File: config.mk
export PLATFORM = sky130hd
export DESIGN_NAME = pong_match_controller
export DESIGN_NICKNAME = d
export VERILOG_FILES = /design/src/rtl/pong_match_controller.sv
export SDC_FILE = /design/constraint.sdc
export NUM_CORES = 1
export LEC_CHECK = 0
export CORE_MARGIN = 2
export CORE_UTILIZATION = 49
export CTS_CLUSTER_DIAMETER = 150
export DETAILED_ROUTE_END_ITERATION = 8
export GPL_TIMING_DRIVEN = 0
export HOLD_SLACK_MARGIN = 0.06
export PLACE_DENSITY_LB_ADDON = 0.12
export SLEW_MARGIN = 20
export SYNTH_ARGS = -nofsm -noshare
export SYNTH_HDL_FRONTEND = slang
export SYNTH_SLANG_ARGS = --single-unit
File: constraint.sdc
create_clock -name i_Clk -period 1.85 [get_ports i_Clk]
set_clock_uncertainty 0.2 [all_clocks]
set_input_delay 0.37 -clock i_Clk [delete_from_list [all_inputs] [get_ports i_Clk]]
set_output_delay 0.37 -clock i_Clk [all_outputs]
set_load 0.05 [all_outputs]
File: src/rtl/pong_match_controller.sv
// -----------------------------------------------------------------------------
// pong_match_controller
//
// Match-level sequencer for the Pong VGA design. Owns the game state machine
// (IDLE -> SERVE -> PLAY -> POINT -> SERVE/GAME_OVER), the serve delay, the
// per-rally speed-up and both player scores. All outputs are registered.
//
// Parameters:
//   WIN_SCORE        points needed to win a match (1..15)
//   SERVE_DELAY      frame ticks spent in SERVE before the ball moves (1..255)
//   HITS_PER_SPEEDUP paddle hits per speed increment (1..15)
//   MAX_SPEED        saturation value of o_Speed (1..3)
//
// Ports:
//   i_Clk          system clock
//   i_Reset        synchronous, active-high reset
//   i_Frame_Tick   one-cycle pulse per game update
//   i_Start        start switch (level); only its rising edge is used
//   i_Hit          one-cycle pulse on a paddle bounce
//   i_Miss_Left    one-cycle pulse when the ball leaves the left edge
//   i_Miss_Right   one-cycle pulse when the ball leaves the right edge
//   o_State        IDLE=0, SERVE=1, PLAY=2, POINT=3, GAME_OVER=4
//   o_Ball_Enable  ball may move (PLAY only)
//   o_Ball_Center  hold ball at screen centre (every state but PLAY)
//   o_Serve_Dir    1 = serve toward right, 0 = toward left
//   o_Speed        ball step size, 1..MAX_SPEED
//   o_Score_Left   left player score
//   o_Score_Right  right player score
//   o_Game_Over    1 only in GAME_OVER
//   o_Winner       0 = left won, 1 = right won (valid with o_Game_Over)
// -----------------------------------------------------------------------------
module pong_match_controller #(
  parameter int WIN_SCORE        = 9,
  parameter int SERVE_DELAY      = 60,
  parameter int HITS_PER_SPEEDUP = 4,
  parameter int MAX_SPEED        = 3
) (
  input  logic       i_Clk,
  input  logic       i_Reset,
  input  logic       i_Frame_Tick,
  input  logic       i_Start,
  input  logic       i_Hit,
  input  logic       i_Miss_Left,
  input  logic       i_Miss_Right,
  output logic [2:0] o_State,
  output logic       o_Ball_Enable,
  output logic       o_Ball_Center,
  output logic       o_Serve_Dir,
  output logic [1:0] o_Speed,
  output logic [3:0] o_Score_Left,
  output logic [3:0] o_Score_Right,
  output logic       o_Game_Over,
  output logic       o_Winner
);

  typedef enum logic [2:0] {
    IDLE      = 3'd0,
    SERVE     = 3'd1,
    PLAY      = 3'd2,
    POINT     = 3'd3,
    GAME_OVER = 3'd4
  } state_t;

  // Parameters narrowed once to the widths of the registers they are compared against.
  localparam logic [3:0] WIN        = 4'(WIN_SCORE);
  localparam logic [7:0] SERVE_LAST = 8'(SERVE_DELAY - 1);
  localparam logic [3:0] HIT_LAST   = 4'(HITS_PER_SPEEDUP - 1);
  localparam logic [1:0] SPEED_MAX  = 2'(MAX_SPEED);

  state_t     state;
  logic       start_q;
  logic       start_edge;
  logic [7:0] frame_cnt;
  logic [3:0] hit_cnt;

  assign start_edge = i_Start & ~start_q;
  assign o_State    = state;

  // NOTE: all state and outputs use non-blocking assignments so every branch
  // below reads the values held before this clock edge.
  always_ff @(posedge i_Clk) begin
    if (i_Reset) begin
      state         <= IDLE;
      // Reset to 1 so a switch already high during reset is not seen as an edge.
      start_q       <= 1'b1;
      frame_cnt     <= '0;
      hit_cnt       <= '0;
      o_Ball_Enable <= 1'b0;
      o_Ball_Center <= 1'b1;
      o_Serve_Dir   <= 1'b1;
      o_Speed       <= 2'd1;
      o_Score_Left  <= '0;
      o_Score_Right <= '0;
      o_Game_Over   <= 1'b0;
      o_Winner      <= 1'b0;
    end else begin
      start_q <= i_Start;

      case (state)
        IDLE: begin
          if (start_edge) begin
            state     <= SERVE;
            frame_cnt <= '0;
          end
        end

        SERVE: begin
          // Comparing against SERVE_DELAY-1 before the increment makes the
          // SERVE_DELAY-th tick the one that releases the ball.
          if (i_Frame_Tick) begin
            if (frame_cnt == SERVE_LAST) begin
              state         <= PLAY;
              o_Ball_Enable <= 1'b1;
              o_Ball_Center <= 1'b0;
            end else begin
              frame_cnt <= frame_cnt + 8'd1;
            end
          end
        end

        PLAY: begin
          // A miss takes priority over a simultaneous hit.
          if (i_Miss_Left || i_Miss_Right) begin
            state         <= POINT;
            o_Ball_Enable <= 1'b0;
            o_Ball_Center <= 1'b1;
            // Both edges missed in one cycle is a void rally: no score, same server.
            if (i_Miss_Left && !i_Miss_Right) begin
              o_Score_Right <= o_Score_Right + 4'd1;
              o_Serve_Dir   <= 1'b0;
            end else if (i_Miss_Right && !i_Miss_Left) begin
              o_Score_Left  <= o_Score_Left + 4'd1;
              o_Serve_Dir   <= 1'b1;
            end
          end else if (i_Hit) begin
            if (hit_cnt == HIT_LAST) begin
              hit_cnt <= '0;
              if (o_Speed != SPEED_MAX) begin
                o_Speed <= o_Speed + 2'd1;
              end
            end else begin
              hit_cnt <= hit_cnt + 4'd1;
            end
          end
        end

        POINT: begin
          if (o_Score_Left == WIN || o_Score_Right == WIN) begin
            state       <= GAME_OVER;
            o_Game_Over <= 1'b1;
            o_Winner    <= (o_Score_Left != WIN);
          end else begin
            state     <= SERVE;
            o_Speed   <= 2'd1;
            hit_cnt   <= '0;
            frame_cnt <= '0;
          end
        end

        GAME_OVER: begin
          if (start_edge) begin
            state         <= SERVE;
            o_Game_Over   <= 1'b0;
            o_Score_Left  <= '0;
            o_Score_Right <= '0;
            o_Speed       <= 2'd1;
            o_Serve_Dir   <= 1'b1;
            hit_cnt       <= '0;
            frame_cnt     <= '0;
          end
        end

        default: begin
          // Unused encodings fall back to IDLE with outputs consistent with it.
          state         <= IDLE;
          o_Ball_Enable <= 1'b0;
          o_Ball_Center <= 1'b1;
          o_Game_Over   <= 1'b0;
        end
      endcase
    end
  end

endmodule

==> flow_summary.yaml, run 1 <==
die:
  io_pins: 25
  die_area_sq_um: 4222
  die_x_um: 64.98
  core_sq_um: 3606
  start_util_pct: 50.52
  rows: 22
  fp.dieH_um: 64.98
place:
  gp_congestion: 0.8319
  place_hpwl_um: 2933
  port_buffers: 24
  place_area_sq_um: 2201
finish:
  syn_to_final_growth_pct: 43.68
  stdcell_area_sq_um: 2618
  antenna_cells: 0
  fillers: 280
  multi_input_area_sq_um: 1338
  fin_nets: 276
  seq_area_sq_um: 659.4
  drive_gt1_share_pct: 37.31
critical_path:
  start_kind: "flop"
  cp_slowest_cell: "or3_4"
  endpoint_kind: "flop"
  crit_path_max_incr_delay_ns: 0.36
  worstPathRequired_ns: 1.85
  cp_num_buf_inv: 1
  cp_cell_sequence: "or3_4 -> or2_4 -> o32a_1 -> buf_6 -> a311oi_2"
  r2r_slack_ns: -0.06
  cp_max_fo: 8
  crit_family: "simple AND/OR/NAND/NOR gates"
  path_class: "reg -> reg"
  critPathArrivalTime_ns: 1.91
synth:
  mappedNetlistArea_sq_um: 1822
  post-synth-top-count-cell: "dfxtp_1"
  synthTopCellsByCount: "dfxtp_1 (31), a21oi_1 (20), nand2_1 (12), nor2_1 (12)"
  synth_ff_type: "dfxtp_1"
  synth_cell_types: 55
  synth_seq_cells: 31
  yosysSeqAreaShare_pct: 34.07
  synthArstFlopShare_pct: 0
  yosysWarnings: 0
  synth_cells: 211
  yosys.area.top_type_share_pct: 34.07
  synth_edf_count: 0
  syn_area_per_cell_sq_um: 8.634
  yosysTopAreaCell: "dfxtp_1"
  synthTopCellsByArea: "dfxtp_1 (34%), ha_1 (6.9%), a21oi_1 (5.5%)"
  syn_nets: 228
timing:
  worstMarginPinSlew_ns: 0.4959
  period_needed_ns: 1.912
  rsz0062_at_grt: "yes"
  timing.final.crit_share_pct: 103.4
  hold_violations: 0
  holdWs_ns: 0.2577
  worst_slack_ns: -0.06229
  slew_viol_final: 0
  fmax_mhz: 522.9
  relSlewSlack_pct: 67.07
  setup_viol: 4
global_routing:
  grt_antenna_before_repair: 0
  grt_overflow_total: 0
  grt_max_degree: 11
  grt_pass1_wl_um: 7755
  grt_pass1_vias: 1688
  grt_usage_pct: 23.69
clocking:
  clkTransAtPathRegs_ns: 0.07
  cts_tree: "built"
  clk_root_buffer_cell: "clkbuf_8"
  cts_sinks: 31
  htree_levels: 2
  numCtsBuffers: 5
  cts_max_path_buffers: 2
  cts_hold_buffers: 0
  worstSkewPairLatency_ns: 0.28
run:
  cap_violations: 0
status:
  outcome: "complete, but fails checks"
  violations: "negative setup slack"
detailed_routing:
  ant_nets: 0
  avgRoutedWirePerCell_um: 15.88
  routed_via_density: 5.896
  drc: 0
  via_count: 1816
  drt_first_pass_iters: 4
  drt_iter0_drc: 115
  drt-total-wl_um: 4890
power_and_ir_drop:
  p_leak_uw: 0.0009520
  p_per_area_nw_per_um2: 523.3
  total_power_uw: 1370
  ir_worst_vdd_v: 0.0004730
hold_path:
  holdCritPathClass: "reg -> reg"
[metal layers]
metal / vias up / track usage, % / wire [um]
li1: 898 / - / -
met1: 862 / 29.23 / 2198
met2: 50 / 39.82 / 2437
met3: 6 / 6.076 / 202
met4: 0 / 8.245 / 53
met5: - / 0 / 0
[sequential cells by signal, summed over array words and instances, names as in the netlist]
signal and flops:
o_Score_Left 4, frame_cnt 8, start_q 1, o_Speed 2
o_Ball_Center 1, hit_cnt 4, o_Score_Right 4, o_Ball_Enable 1
o_Winner 1, o_Serve_Dir 1, o_Game_Over 1, o_State 3
[layout by cell type (no fill, tap or decap), types with 8 or more instances in the layout]
master / count
nand2_1: 10
a21oi_1: 14
dfxtp_4: 8
o21ai_0: 9
nor2_1: 11
nand3_1: 9
dlygate4sd2_1: 18
buf_4: 15
dfxtp_1: 16
[what timing repair did]
action	CTS	global route
resized for setup	43	41
pin swaps	9	14
cloned	0	0
endpoints found under the setup margin	45	25
setup buffers	10	8
[metrics by stage]
| stage | utilization [%] | worst slack, ns | setup TNS, ns | instances |
|---|---|---|---|---|
| after global placement | 61.03 | -0.6454 | -12.62 | 283 |
| after global routing | 72.59 | -0.1281 | -0.7680 | 308 |
| after detailed placement | 61.03 | -0.6488 | -13.08 | 283 |
| after CTS | 67.25 | -0.1052 | -0.2709 | 301 |
| final | 72.59 | -0.06229 | -0.2289 | 308 |
| after floorplan | - | -0.07171 | -0.3086 | 211 |
[cell families after synthesis]
| kind of cell | count (synthesis) | share of synthesized area [%] |
|---|---|---|
| mux | 3 | 1.648 |
| buf+inv | 21 | 5.151 |
| fa+ha+maj | 10 | 6.868 |
| flops | 31 | 34.07 |
| simple gates | 82 | 27.34 |
| compound gates | 64 | 24.93 |
[where the power goes]
part           leakage (uW)  internal (uW)  switching [uW]
sequential         0.000259            660            6.47
combinational      0.000641           46.0            66.6
clock             0.0000515            339             251
total              0.000952           1050             324
[cell type report]
class,count,area share (%)
Inverter,10,1.530
Tap cell,48,2.294
Clock buffer,8,3.824
Sequential cell,31,25.19
Timing Repair Buffer,42,13.67
Buffer,10,2.390
Multi-Input combinational cell,159,51.10
[worst paths after layout]
path                 startpoint       endpoint  depth (start not counted)
setup / recovery   frame_cnt[6]   frame_cnt[4]                          5
setup reg to reg   frame_cnt[6]   frame_cnt[4]                          5
hold / removal    o_Ball_Enable  o_Ball_Enable                          1
hold reg to reg   o_Ball_Enable  o_Ball_Enable                          1
[worst register-to-register path, delay by kind of cell, from the launching register on]
kind,cells,cell delay [ns]
AND/OR/NAND/NOR,2,0.60
AO/OA/AOI/OAI,2,0.53
flip-flops,1,0.35
buffers and inverters,1,0.15
Note: power is estimated with default switching activity, not from simulation.
==> run 2, diff against run 1 <==
CTS_CLUSTER_DIAMETER = 40   (was 150)
==> results of run 2 <==
Final layout, timing and power as in run 1 (identical DEF).
